===== config.mk =====
export PLATFORM = sky130hd
export DESIGN_NAME = arbitro_memoria
export DESIGN_NICKNAME = d
export VERILOG_FILES = /design/src/rtl/arbitro_memoria.sv
export SDC_FILE = /design/constraint.sdc
export NUM_CORES = 1
export LEC_CHECK = 0
export BUFFER_PORTS_ARGS = -buffer_cell sky130_fd_sc_hd__buf_2
export CAP_MARGIN = 20
export CORE_ASPECT_RATIO = 1.4
export CORE_MARGIN = 4
export CORE_UTILIZATION = 48
export CTS_BUF_LIST = sky130_fd_sc_hd__clkbuf_4 sky130_fd_sc_hd__clkbuf_8
export CTS_CLUSTER_SIZE = 14
export DETAILED_ROUTE_END_ITERATION = 10
export GPL_TIMING_DRIVEN = 0
export PLACE_DENSITY_LB_ADDON = 0.12
export SLEW_MARGIN = 20
export SYNTH_ARGS = -nofsm -noshare
export SYNTH_HDL_FRONTEND = slang
export SYNTH_SLANG_ARGS = --single-unit

===== constraint.sdc =====
create_clock -name clock -period 4.65 [get_ports clock]
set_input_delay 0.2325 -clock clock [delete_from_list [all_inputs] [get_ports clock]]
set_output_delay 0.2325 -clock clock [all_outputs]
set_load 0.01 [all_outputs]

===== src/rtl/arbitro_memoria.sv =====
// rtl/arbitro_memoria.sv - two-port fetch/data arbiter onto a single memory channel with watchdog (optional ARB_ROUND_ROBIN_EN)
module arbitro_memoria #(
    parameter int ADDR_W         = 32,
    parameter int DATA_W         = 32,
    parameter int TIMEOUT_CYCLES = 255
) (
    input  logic              clock,
    input  logic              reset,
    input  logic              if_req,
    input  logic [ADDR_W-1:0] if_addr,
    output logic [DATA_W-1:0] if_rdata,
    output logic              if_ready,
    input  logic              dm_read,
    input  logic              dm_write,
    input  logic [ADDR_W-1:0] dm_addr,
    input  logic [DATA_W-1:0] dm_wdata,
    output logic [DATA_W-1:0] dm_rdata,
    output logic              dm_ready,
    output logic              mem_req,
    output logic              mem_we,
    output logic [ADDR_W-1:0] mem_addr,
    output logic [DATA_W-1:0] mem_wdata,
    input  logic [DATA_W-1:0] mem_rdata,
    input  logic              mem_ack,
    output logic              err
);

    typedef enum logic [1:0] {
        IDLE    = 2'd0,
        IF_WAIT = 2'd1,
        DM_WAIT = 2'd2,
        RESP    = 2'd3
    } state_t;

    // Abort fires on the edge where the counter would reach the limit,
    // so mem_req stays high for exactly TIMEOUT_CYCLES cycles.
    localparam logic [7:0] WD_LIMIT = 8'(TIMEOUT_CYCLES - 1);

    state_t            state;
    state_t            state_next;
    logic [ADDR_W-1:0] addr_q;
    logic [DATA_W-1:0] wdata_q;
    logic              we_q;
    logic [7:0]        wd_cnt;
    logic              abort_q;
    logic              grant_dm_q;
    logic [DATA_W-1:0] if_rdata_q;
    logic [DATA_W-1:0] dm_rdata_q;
    logic              dm_pending;
    logic              pick_dm;
    logic              in_wait;
    logic              timeout_hit;

    assign dm_pending  = dm_read | dm_write;
    assign in_wait     = (state == IF_WAIT) || (state == DM_WAIT);
    // mem_ack takes precedence over the watchdog in the same cycle
    assign timeout_hit = in_wait && !mem_ack && (wd_cnt == WD_LIMIT);

`ifdef ARB_ROUND_ROBIN_EN
    logic last_dm_q;

    // On a tie the port that was not served last wins
    assign pick_dm = dm_pending && (!if_req || !last_dm_q);

    // Remember which port received the most recent grant
    always_ff @(posedge clock or posedge reset) begin
        if (reset) begin
            last_dm_q <= 1'b0;
        end else if (state == IDLE) begin
            if (pick_dm) begin
                last_dm_q <= 1'b1;
            end else if (if_req) begin
                last_dm_q <= 1'b0;
            end
        end
    end
`else
    // Fixed priority: the data port always wins a tie
    assign pick_dm = dm_pending;
`endif

    assign mem_addr  = addr_q;
    assign mem_wdata = wdata_q;
    assign mem_we    = we_q & in_wait;
    assign if_rdata  = if_rdata_q;
    assign dm_rdata  = dm_rdata_q;

    // State register
    always_ff @(posedge clock or posedge reset) begin
        if (reset) begin
            state <= IDLE;
        end else begin
            state <= state_next;
        end
    end

    // Next-state decode and handshake outputs
    always_comb begin
        state_next = state;
        mem_req    = 1'b0;
        if_ready   = 1'b0;
        dm_ready   = 1'b0;
        err        = 1'b0;
        case (state)
            IDLE: begin
                if (pick_dm) begin
                    state_next = DM_WAIT;
                end else if (if_req) begin
                    state_next = IF_WAIT;
                end
            end
            IF_WAIT, DM_WAIT: begin
                mem_req = 1'b1;
                if (mem_ack || timeout_hit) begin
                    state_next = RESP;
                end
            end
            RESP: begin
                if_ready   = ~grant_dm_q;
                dm_ready   = grant_dm_q;
                err        = abort_q;
                state_next = IDLE;
            end
            default: state_next = IDLE;
        endcase
    end

    // Request latching, watchdog and response capture
    always_ff @(posedge clock or posedge reset) begin
        if (reset) begin
            addr_q     <= '0;
            wdata_q    <= '0;
            we_q       <= 1'b0;
            wd_cnt     <= '0;
            abort_q    <= 1'b0;
            grant_dm_q <= 1'b0;
            if_rdata_q <= '0;
            dm_rdata_q <= '0;
        end else begin
            case (state)
                IDLE: begin
                    wd_cnt  <= '0;
                    abort_q <= 1'b0;
                    if (pick_dm) begin
                        addr_q     <= dm_addr;
                        wdata_q    <= dm_wdata;
                        we_q       <= dm_write;
                        grant_dm_q <= 1'b1;
                    end else if (if_req) begin
                        addr_q     <= if_addr;
                        wdata_q    <= '0;
                        we_q       <= 1'b0;
                        grant_dm_q <= 1'b0;
                    end
                end
                IF_WAIT, DM_WAIT: begin
                    if (mem_ack) begin
                        if (!we_q) begin
                            if (grant_dm_q) begin
                                dm_rdata_q <= mem_rdata;
                            end else begin
                                if_rdata_q <= mem_rdata;
                            end
                        end
                    end else if (timeout_hit) begin
                        abort_q <= 1'b1;
                        if (!we_q) begin
                            if (grant_dm_q) begin
                                dm_rdata_q <= '0;
                            end else begin
                                if_rdata_q <= '0;
                            end
                        end
                    end else if (wd_cnt != 8'hFF) begin
                        wd_cnt <= wd_cnt + 8'd1;
                    end
                end
                default: begin
                end
            endcase
        end
    end

endmodule

# Word level (Yosys, flattened, before mapping)
# Index checks and enable logic that the tools add are counted.
[word_totals] latchBits=0 n_memories=0 rom_bits=0 ff_bits=141 ramBits=0
[op_classes] n_bitwise=4 n_mux=34 n_lt_le_gt_ge=0 n_eq_ne=11 shift=0 div=0 addsub=1 n_reduce_logical=16 n_mul=0
[ops] cell="$mux 32" count=16
[ops] cell="$mux 8" count=3
[ops] cell="$pmux 8 s2" count=1
[ops] cell="$reduce_and 4->1" count=3
[ops] cell="$ne 2x2->1 const B" count=5
[ops] cell="$mux 1" count=9
[ops] cell="$add 8x1->8 const B" count=1
[ops] cell="$eq 8x8->1 const B" count=1
[ops] cell="$ne 8x8->1 const B" count=1
[ops] cell="$mux 2" count=3
[ops] cell="$pmux 2 s3" count=1
[ops] cell="$reduce_bool 2->1" count=3
[ops] cell="$eq 2x2->1 const B" count=2
[ops] cell="$reduce_and 2->1" count=2
[ops] cell="$ne 3x3->1 const B" count=1
[ops] cell="$reduce_and 3->1" count=1
[ops] cell="$eq 2x1->1 const B" count=1
[ops] cell="$logic_and 1x1->1" count=2
[ops] cell="$logic_not 2->1" count=1
[ops] cell="$logic_or 1x1->1" count=2
[ops] cell="$not 1->1" count=2
[ops] cell="$pmux 1 s2" count=1
[ops] cell="$reduce_or 2->1" count=1
[ops] cell="$and 1x1->1" count=1
[ops] cell="other kinds (2)" count=2

# Logic depth before layout (Yosys ltp)
# Gate-level depths: netlist (run 1).
[logic_depth] word_depth=7 mapped_depth=8 ltp_nobuf=6

# Worst setup path before layout (run 1)
# Ideal clock, no wire load.
[synth_timing] path_kind="reg2reg" from="register state[0]" to="register if_rdata_q[0] (netlist: if_rdata[0])" setup_slack_ns=2.906 t_arrival_ns=1.622 path_stages_with_launch=8 required_ns=4.528 path_cell_list="dfrtp_1 inv_1 ha_1 buf_2 nor3b_4 o21ai_2 buf_6 a32o_1"
[synth_between] elab_chain_len=6 word_cells_on_any_way=8
[synth_rtl] element="start, declared" line_no="39" text="state_t state;"
[synth_rtl] element="start signal, assigned" line_no="93" text="state <= state_next;"
[synth_rtl] element="$eq 2x1->1 or $eq 2x2->1 (tied branches)" line_no="55, 140"
[synth_rtl] element="$logic_or 1x1->1" line_no="55" text="assign in_wait = (state == IF_WAIT) || (state == DM_WAIT);"
[synth_rtl] element="$logic_and 1x1->1 (2 in a row)" line_no="57" text="assign timeout_hit = in_wait && !mem_ack && (wd_cnt == WD_LIMIT);"
[synth_rtl] element="$reduce_bool 2->1 (no line)"
[synth_rtl] element="$reduce_and 4->1 (no line) (*)"
[synth_rtl] element="end signal, assigned" line_no="162" text="if_rdata_q <= mem_rdata;"
[synth_rtl] element="end, declared" line_no="47" text="logic [DATA_W-1:0] if_rdata_q;"
# Mark *: on every way between the ends. The rest lies on a longest branch, timed or not.
# A chain may end at the register's enable or synchronous reset.

# Final worst setup path (run 1)
[layout_timing] from="register state[0]" to="register wd_cnt[7]"
[layout_between] elab_chain_len=6 word_cells_on_any_way=13
[layout_rtl] element="$eq 2x1->1 or $eq 2x2->1 (tied branches)" line_no="55, 140"
[layout_rtl] element="$logic_or 1x1->1" line_no="55"
[layout_rtl] element="$logic_and 1x1->1 (2 in a row)" line_no="57"
[layout_rtl] element="$ne 2x2->1 (no line)"
[layout_rtl] element="$reduce_and 4->1 (no line)"
[layout_rtl] element="end signal, assigned" line_no="175" text="wd_cnt <= wd_cnt + 8'd1;"
[layout_rtl] element="end, declared" line_no="44" text="logic [7:0] wd_cnt;"
# Parallel ways exist; a longest one is shown, timed or not.

==> metrics.yaml, run 1 <==
syn_area_um2: 5750
synthCells: 443
critPathLaunch: "state[0]$_DFFE_PP0P_"
clkTransAtPathRegs_ps: 80
place_congestion: 0.858
routed_wl_um: 16900
path_cells: "inv_1 -> ha_1 -> buf_2 -> and2b_1 -> nand3_1 -> a2111oi_0 -> nor3_1"
cts_root_buf: "clkbuf_8"
setup.worst_path.end: "wd_cnt[7]$_DFFE_PP0P_"
setup_slack_ps: 2470
postCtsSetupRepairBufs: 0
cts_resized: 0
power_density_nw_per_um2: 673
status: "completed"
synthArstFlopShare: 1.00
grt_max_degree: 73
drt_iter0_drc: 182
cts_buffer_depth: 2
portBuffers: 266
die_height_um: 137
syn_avg_cell_area_um2: 13.0
io_pins: 267
period_share: 0.468
maxCapViolCount: 0
clock_latency_ps: 430
synth_nets: 581
r2r_slack_ps: 2470
rr_endpoint: "wd_cnt[7]$_DFFE_PP0P_"
critical_path_class: "reg -> reg"
rr_worst_depth: 7
wl_per_cell_um: 18.5
dp_hpwl_um: 12700
vias: 5102
die_w_um: 100
p_leak_uw: 0.00404
cts-htree-levels: 4
hold_viol_final: 0
maxSlewHeadroom: 0.573
start_kind: "register"
hold_class: "in -> reg"
overflow: 0
r2r-start: "state[0]$_DFFE_PP0P_"
design_area_um2: 7940
yosys_warnings: 0
layout.nets: 892
diodes: 0
fin_skew_ps: 11.3
slew_violations: 0
clock.fmax_ghz: 0.460
syn_to_final_growth_pct: 38.2
tightest_slew_ps: 625
routed_via_density: 5.58
place_ws_ps: 2620
grt_pass1_wl_um: 26300
yosysSeqAreaShare: 0.614
ys_ff_latch: 141
drive_above_1_share: 0.435
crit_arrival_ps: 2470
vdd_drop_max_v: 0.000331
rsz0062_at_grt: "no"
worstSetupEndpointType: "register"
cts_sinks: 141
synth_ff_type: "dfrtp_1"
design.die.area_um2: 13800
post-route-min-period_ps: 2180
postCtsHoldBufs: 22
detail-route-antenna-nets: 0
start_util: 0.489
post-route-drc-count: 0
cts_tree: "built"
cp_max_fo: 10
drtPass1Iterations: 5
cts-buffers-inserted: 17
antenna_found_initial: 0
placed_area_um2: 7300
slowest_delay_ps: 600
first_global_vias: 5397
cp.required_ps: 4940
cpMaxStageDelayCell: "a2111oi_0"
grt_usage: 0.244
coreArea_um2: 11800
rows: 47
synth_cell_types: 43
synth_edf_count: 0
setup_violations: 0
min_path_cells: 2
[cells in the mapped netlist, drive strengths merged (2+ instances only)]
library cell	n	area [um^2]
ha	4	50.1
inv	7	26.3
nor2	5	31.3
nand2	40	150
nor3b	2	26.3
nor2b	2	12.5
buf	28	165
o21ai	41	213
o31ai	2	28.8
and3b	2	17.5
clkbuf	9	33.8
and2	4	25.0
dfrtp	141	3530
nand3	5	25.0
a22o	32	280
a32o	64	641
o22ai	2	12.5
mux2i	33	330
o211ai	3	22.5
a21oi	3	15.0
[power breakdown]
| part | leakage, uW | total [uW] | switching (uW) | internal [uW] |
|---|---|---|---|---|
| clock network | 0.000201 | 967 | 476 | 491 |
| registers | 0.00177 | 2110 | 323 | 1780 |
| logic | 0.00207 | 2270 | 1240 | 1030 |
[final cells by class]
type	count	area (um^2)
clock buffers	19	249
flip-flops and latches	141	3530
repair buffers	292	1610
fillers	955	3820
multi-input cells	258	1990
inverters	7	33.8
well taps	147	184
plain buffers	37	199
clock inverters	13	144
[layer usage]
layer	global-route usage	up-vias	routed length [um]
met5	0	-	0
met4	0.110	0	503
met3	0.0618	43	1330
met2	0.426	259	8880
met1	0.282	2482	6230
li1	-	2318	-
[cell usage in the layout (no fill, tap or decap), types with 4 or more instances in the layout]
cell type,instances
buf_2,284
dfrtp_1,141
a32o_1,64
nand2_1,40
o21ai_0,37
mux2i_1,33
a22o_1,32
dlygate4sd3_1,25
clkbuf_8,17
clkbuf_1,9
inv_1,6
clkinv_4,6
nand3_1,5
buf_4,4
and2_1,4
ha_1,4
[sequential cells by signal, indices dropped and copies added, names as in the netlist]
signal / cells
mem_wdata: 32
we_q: 1
wd_cnt: 8
dm_rdata: 32
if_rdata: 32
mem_addr: 32
abort_q: 1
state: 2
grant_dm_q: 1
[logic make-up after synthesis]
logic type | share of synthesized area
compound gates | 0.221
fa+ha+maj | 0.00871
buf+inv | 0.0392
flops | 0.614
mux | 0.0575
simple gates | 0.0599
[worst min-delay path by stage]
| stage | startpoint | endpoint |
|---|---|---|
| 2_1_floorplan | dm_write | we_q$_DFFE_PP0P_ |
| 5_1_grt | dm_wdata[19] | mem_wdata[19]$_DFFE_PP0P_ |
| 3_5_place_dp | reset | mem_wdata[1]$_DFFE_PP0P_ |
| 3_3_place_gp | dm_wdata[29] | mem_wdata[29]$_DFFE_PP0P_ |
| 6_report | dm_wdata[0] | mem_wdata[0]$_DFFE_PP0P_ |
| 4_1_cts | dm_wdata[19] | mem_wdata[19]$_DFFE_PP0P_ |
[worst max-delay path: cells and delay by family, from the launching register on]
family,cells,cell delay [ps]
AO/OA/AOI/OAI,1,600
adder cells (fa/ha/maj),1,280
buffers and inverters,2,250
flip-flops,1,380
AND/OR/NAND/NOR,3,520
[per-stage QoR]
stage	setup TNS (ps)	power, uW	cells	utilization	hold WS [ps]
2_1_floorplan	0	3410	443	-	342
3_3_place_gp	-102400	4300	856	0.617	452
3_5_place_dp	0	4410	857	0.620	326
4_1_cts	0	5390	911	0.673	0.779
5_1_grt	0	5700	914	0.675	3.62
6_report	0	5340	914	0.675	20.1
(Power assumes the default switching activity.)
==> run 2: changes to the inputs <==
Clock period 4.65 ns to 2.07 ns, I/O delays scaled along.
==> metrics.yaml, run 2 (synthesized netlist as in run 1, its figures left out) <==
cts_sinks: 141
grt_usage: 0.279
routed_wl_um: 19300
cts_root_buf: "clkbuf_8"
dp_hpwl_um: 12400
coreArea_um2: 11800
post-route-min-period_ps: 1990
rr_worst_depth: 7
clock.fmax_ghz: 0.502
drive_above_1_share: 0.387
maxSlewHeadroom: 0.653
placed_area_um2: 7350
r2r_slack_ps: 140
power.switching_uw: 4790
drt_iter0_drc: 231
syn_to_final_growth_pct: 57.5
drtPass1Iterations: 5
slew_violations: 0
hold_class: "in -> reg"
status: "completed"
post-route-util: 0.770
tightest_slew_ps: 520
crit_arrival_ps: 2280
min_path_cells: 3
min_to: "mem_addr[28]$_DFFE_PP0P_"
pwr-share-comb: 0.428
p_leak_uw: 0.00450
fillers: 749
pwr-share-clk: 0.192
overflow: 0
cp.required_ps: 2360
path_cells: "dlygate4sd3_1 -> buf_2 -> nor2_4 -> buf_4 -> mux2i_1 -> dlygate4sd3_1 -> o21ai_0"
detail-route-antenna-nets: 0
first_global_vias: 6113
hold_viol_final: 0
worstSetupEndpointType: "register"
cts_tree: "built"
vias: 5679
critical_path_class: "in -> reg"
clkTransAtPathRegs_ps: 80
slowest_delay_ps: 600
maxCapViolCount: 0
grt_max_degree: 36
routed_via_density: 5.58
diodes: 0
power.share.sequential: 0.380
place_congestion: 0.843
cts-buffers-inserted: 17
r2r-start: "state[0]$_DFFE_PP0P_"
cp_max_fo: 10
final_cell_mix: "buf_2 (284), dfrtp_1 (141), dlygate4sd3_1 (126), a32o_1 (64), nand2_1 (40)"
cts_buffer_depth: 2
grt_pass1_wl_um: 30000
min_from: "dm_addr[28]"
cpMostUsedCell: "dlygate4sd3_1"
mostFrequentLayoutCell: "buf_2"
start_kind: "input port"
netSwitchingFraction: 0.382
portBuffers: 266
cts-htree-levels: 4
io_pins: 267
design.die.area_um2: 13800
critPathLaunch: "dm_write"
clock_latency_ps: 430
period_share: 0.962
antenna_found_initial: 0
rows: 47
die_height_um: 137
die_w_um: 100
setup_violations: 0
rr_endpoint: "wd_cnt[7]$_DFFE_PP0P_"
cpMaxStageDelayCell: "dlygate4sd3_1"
wl_per_cell_um: 19.0
postCtsSetupRepairBufs: 0
post-route-drc-count: 0
internal-power_uw: 7750
rsz0062_at_grt: "no"
power_density_nw_per_um2: 1390
layout.nets: 996
start_util: 0.489
vdd_drop_max_v: 0.000869
design_area_um2: 9050
fin_skew_ps: 11.4
run 2: cell count changes in the layout (fill, tap and decap cells not counted), moves of 2 or more:
cell / change
clkinv_4: -4
dlygate4sd3_1: +101
clkbuf_4: -2
inv_6: +4
clkbuf_8: +2
clkinvlp_4: +2
clkinv_2: -3
buf_12: +4
run 2: layout make-up:
class | count | area (um^2) | area share
clock buffers | 19 | 262 | 0.0289
inverters | 7 | 30.0 | 0.00332
well taps | 147 | 184 | 0.0203
plain buffers | 37 | 199 | 0.0220
repair buffers | 396 | 2670 | 0.295
clock inverters | 13 | 178 | 0.0196
flip-flops and latches | 141 | 3530 | 0.390
multi-input cells | 258 | 2000 | 0.221
run 2: stage by stage:
| stage | instances | hold slack (ps) | total power [uW] | setup TNS [ps] | setup WS [ps] |
|---|---|---|---|---|---|
| 4_1_cts | 1018 | 8.77 | 12500 | 0 | 25.3 |
| 2_1_floorplan | 443 | 213 | 7670 | 0 | 203 |
| 6_report | 1018 | 42.0 | 12500 | 0 | 79.6 |
| 3_5_place_dp | 860 | 166 | 9840 | 0 | 162 |
| 3_3_place_gp | 856 | 323 | 9650 | -81210 | -588 |
| 5_1_grt | 1018 | 91.5 | 13300 | 0 | 10.7 |
run 2: worst max path at each step:
stage                                           to  slack (ps)  depth (start not counted)
final                     mem_addr[12]$_DFFE_PP0P_          80                          7
after global routing      if_rdata[18]$_DFFE_PP0P_          10                          7
after CTS                 mem_addr[21]$_DFFE_PP0P_          30                          7
after detailed placement  if_rdata[29]$_DFFE_PP0P_         160                          7
after global placement    mem_addr[29]$_DFFE_PP0P_        -590                          2
after floorplan                abort_q$_DFFE_PP0P_         200                          1
run 2: critical path: cells and delay by family:
family,cells,cell delay (ps)
AOI/OAI and AO/OA,1,80
and+or+nand+nor,1,250
muxes,1,250
buffers and inverters,4,1580
run 2: routing by layer:
metal | GRT usage | vias up | share of wire
li1 | - | 2524 | -
met1 | 0.319 | 2785 | 0.37
met2 | 0.479 | 308 | 0.51
met3 | 0.0689 | 62 | 0.072
met4 | 0.149 | 0 | 0.044
met5 | 0 | - | 0
run 2: power groups by stage:
stage	combinational (uW)	clock (uW)	sequential (uW)
2_1_floorplan	2430	0	5240
3_3_place_gp	4930	0	4720
3_5_place_dp	5090	0	4740
4_1_cts	5280	2450	4720
5_1_grt	5850	2580	4890
6_report	5360	2410	4770
run 2: timing repair:
action | 4_1_cts | 5_1_grt
resized for setup | 0 | 1
setup endpoints to repair | 0 | 24
hold buffers | 126 | 0
endpoints found under the hold margin | 145 | 0
==> run 3: changes to the inputs <==
Settings changed: CORE_UTILIZATION 48 to 47, CTS_BUF_LIST sky130_fd_sc_hd__clkbuf_4 sky130_fd_sc_hd__clkbuf_8 to sky130_fd_sc_hd__clkbuf_16.
==> metrics.yaml, run 3 (synthesized netlist as in run 1, its figures left out) <==
drive_above_1_share: 0.396
mostFrequentLayoutCell: "buf_2"
die_w_um: 101
antenna_found_initial: 1
grt_usage: 0.270
cts_tree: "built"
power.switching_uw: 4820
final_cell_mix: "buf_2 (284), dfrtp_1 (141), dlygate4sd3_1 (111), a32o_1 (64), nand2_1 (40)"
status: "completed"
start_util: 0.484
cts_root_buf: "clkbuf_16"
setup_slack_ps: 118
hold_viol_final: 0
cts-buffers-inserted: 17
rsz0062_at_grt: "no"
drt_iter0_drc: 213
rows: 47
p_leak_uw: 0.00452
coreArea_um2: 11900
netSwitchingFraction: 0.365
post-route-util: 0.765
place_ws_ps: 69.5
clock_latency_ps: 410
power.share.sequential: 0.361
cpMaxStageDelayCell: "dlygate4sd3_1"
drtPass1Iterations: 4
cts-htree-levels: 4
worst-path-buf-inv: 4
seq_area_um2: 3530
setup_violations: 0
cp_max_fo: 10
detail-route-antenna-nets: 0
tightest_slew_ps: 527
cts_buffer_depth: 2
use_met1: 0.311
clock.fmax_ghz: 0.512
grt_use_met3: 0.0705
maxSlewHeadroom: 0.649
first_global_vias: 5988
grt-busiest-layer: "met2"
design.die.area_um2: 14100
wl_per_cell_um: 18.9
power_density_nw_per_um2: 1450
start_kind: "input port"
critPathTopFamily: "buffers and inverters"
post-route-drc-count: 0
syn_to_final_growth_pct: 58.1
cpMostUsedCell: "dlygate4sd3_1"
hold_class: "in -> reg"
fillers: 756
pwr-share-comb: 0.406
routed_via_density: 5.57
cp.required_ps: 2340
grt_pass1_wl_um: 29900
worstSetupEndpointType: "register"
place_congestion: 0.875
dp_hpwl_um: 12700
slew_violations: 0
die_height_um: 139
critical_path_class: "in -> reg"
layout.nets: 983
grt_util_met2: 0.455
multi_input_area_um2: 2010
vias: 5603
maxCapViolCount: 0
slowest_delay_ps: 580
crit_arrival_ps: 2220
grt_max_degree: 36
cts_sinks: 141
pwr-share-clk: 0.233
portBuffers: 266
vdd_drop_max_v: 0.00101
post-route-min-period_ps: 1950
internal-power_uw: 8370
routed_wl_um: 19000
path_cells: "dlygate4sd3_1 -> buf_2 -> nor2_4 -> buf_4 -> mux2i_1 -> dlygate4sd3_1 -> o21ai_0"
clkTransAtPathRegs_ps: 60
overflow: 0
io_pins: 267
fin_skew_ps: 8.73
period_share: 0.943
-- run 3: cell count changes in the layout (fill, tap and decap cells not counted), moves of 2 or more --
| cell | change |
|---|---|
| clkbuf_8 | -19 |
| clkbuf_16 | +17 |
| dlygate4sd3_1 | -15 |
| clkinv_2 | +4 |
| inv_6 | -3 |
| buf_4 | +2 |
-- run 3: timing repair --
action                                  in CTS  in global routing
setup buffers                                0                  2
hold buffers                               111                  0
endpoints found under the hold margin      139                  0
endpoints found under the setup margin       0                 45
resized for setup                            0                  4
-- run 3: worst min-delay path, delay by kind of cell --
family	cells	cell delay, ps
AOI/OAI and AO/OA	1	140
buffers and inverters	1	70
muxes	1	60
-- run 3: cell type report --
class,instances,area share
flip-flops and latches,141,0.388
repair buffers,383,0.279
multi-input cells,258,0.221
clock buffers,17,0.0468
plain buffers,37,0.0219
well taps,147,0.0202
clock inverters,15,0.0189
inverters,7,0.00330
diodes,1,0.000275
-- run 3: routing by layer --
layer,wire length [um],vias to the layer above
met5,0,-
met2,9760,285
met4,714,0
met3,1520,56
met1,7030,2758
li1,-,2504
-- run 3: worst paths after layout --
path | startpoint | end | slack (ps) | depth (start not counted)
max | dm_write | mem_addr[29]$_DFFE_PP0P_ | 120 | 7
min | if_addr[31] | mem_addr[31]$_DFFE_PP0P_ | 4 | 3
max reg2reg | state[0]$_DFFE_PP0P_ | wd_cnt[7]$_DFFE_PP0P_ | 180 | 7
min reg2reg | mem_addr[17]$_DFFE_PP0P_ | mem_addr[17]$_DFFE_PP0P_ | 480 | 2
max in group asynchronous | reset | mem_addr[29]$_DFFE_PP0P_ | 790 | 6
min in group asynchronous | reset | if_rdata[18]$_DFFE_PP0P_ | 290 | 3
-- run 3: stage by stage --
| stage | instance area [um^2] | power (uW) | hold slack [ps] | std cells | setup TNS, ps |
|---|---|---|---|---|---|
| after floorplan | 5750 | 7670 | 213 | 443 | 0 |
| after global placement | 7270 | 9670 | 323 | 856 | -82690 |
| after detailed placement | 7350 | 9860 | 168 | 860 | 0 |
| after CTS | 9050 | 13100 | 0.0415 | 1003 | 0 |
| after global routing | 9090 | 14000 | 11.8 | 1006 | 0 |
| final | 9090 | 13200 | 4.08 | 1006 | 0 |
-- run 3: power groups by stage --
| stage | registers (uW) | clock network (uW) | logic [uW] |
|---|---|---|---|
| 2_1_floorplan | 5240 | 0 | 2430 |
| 3_3_place_gp | 4720 | 0 | 4950 |
| 3_5_place_dp | 4740 | 0 | 5110 |
| 4_1_cts | 4730 | 3130 | 5290 |
| 5_1_grt | 4880 | 3230 | 5830 |
| 6_report | 4760 | 3080 | 5350 |
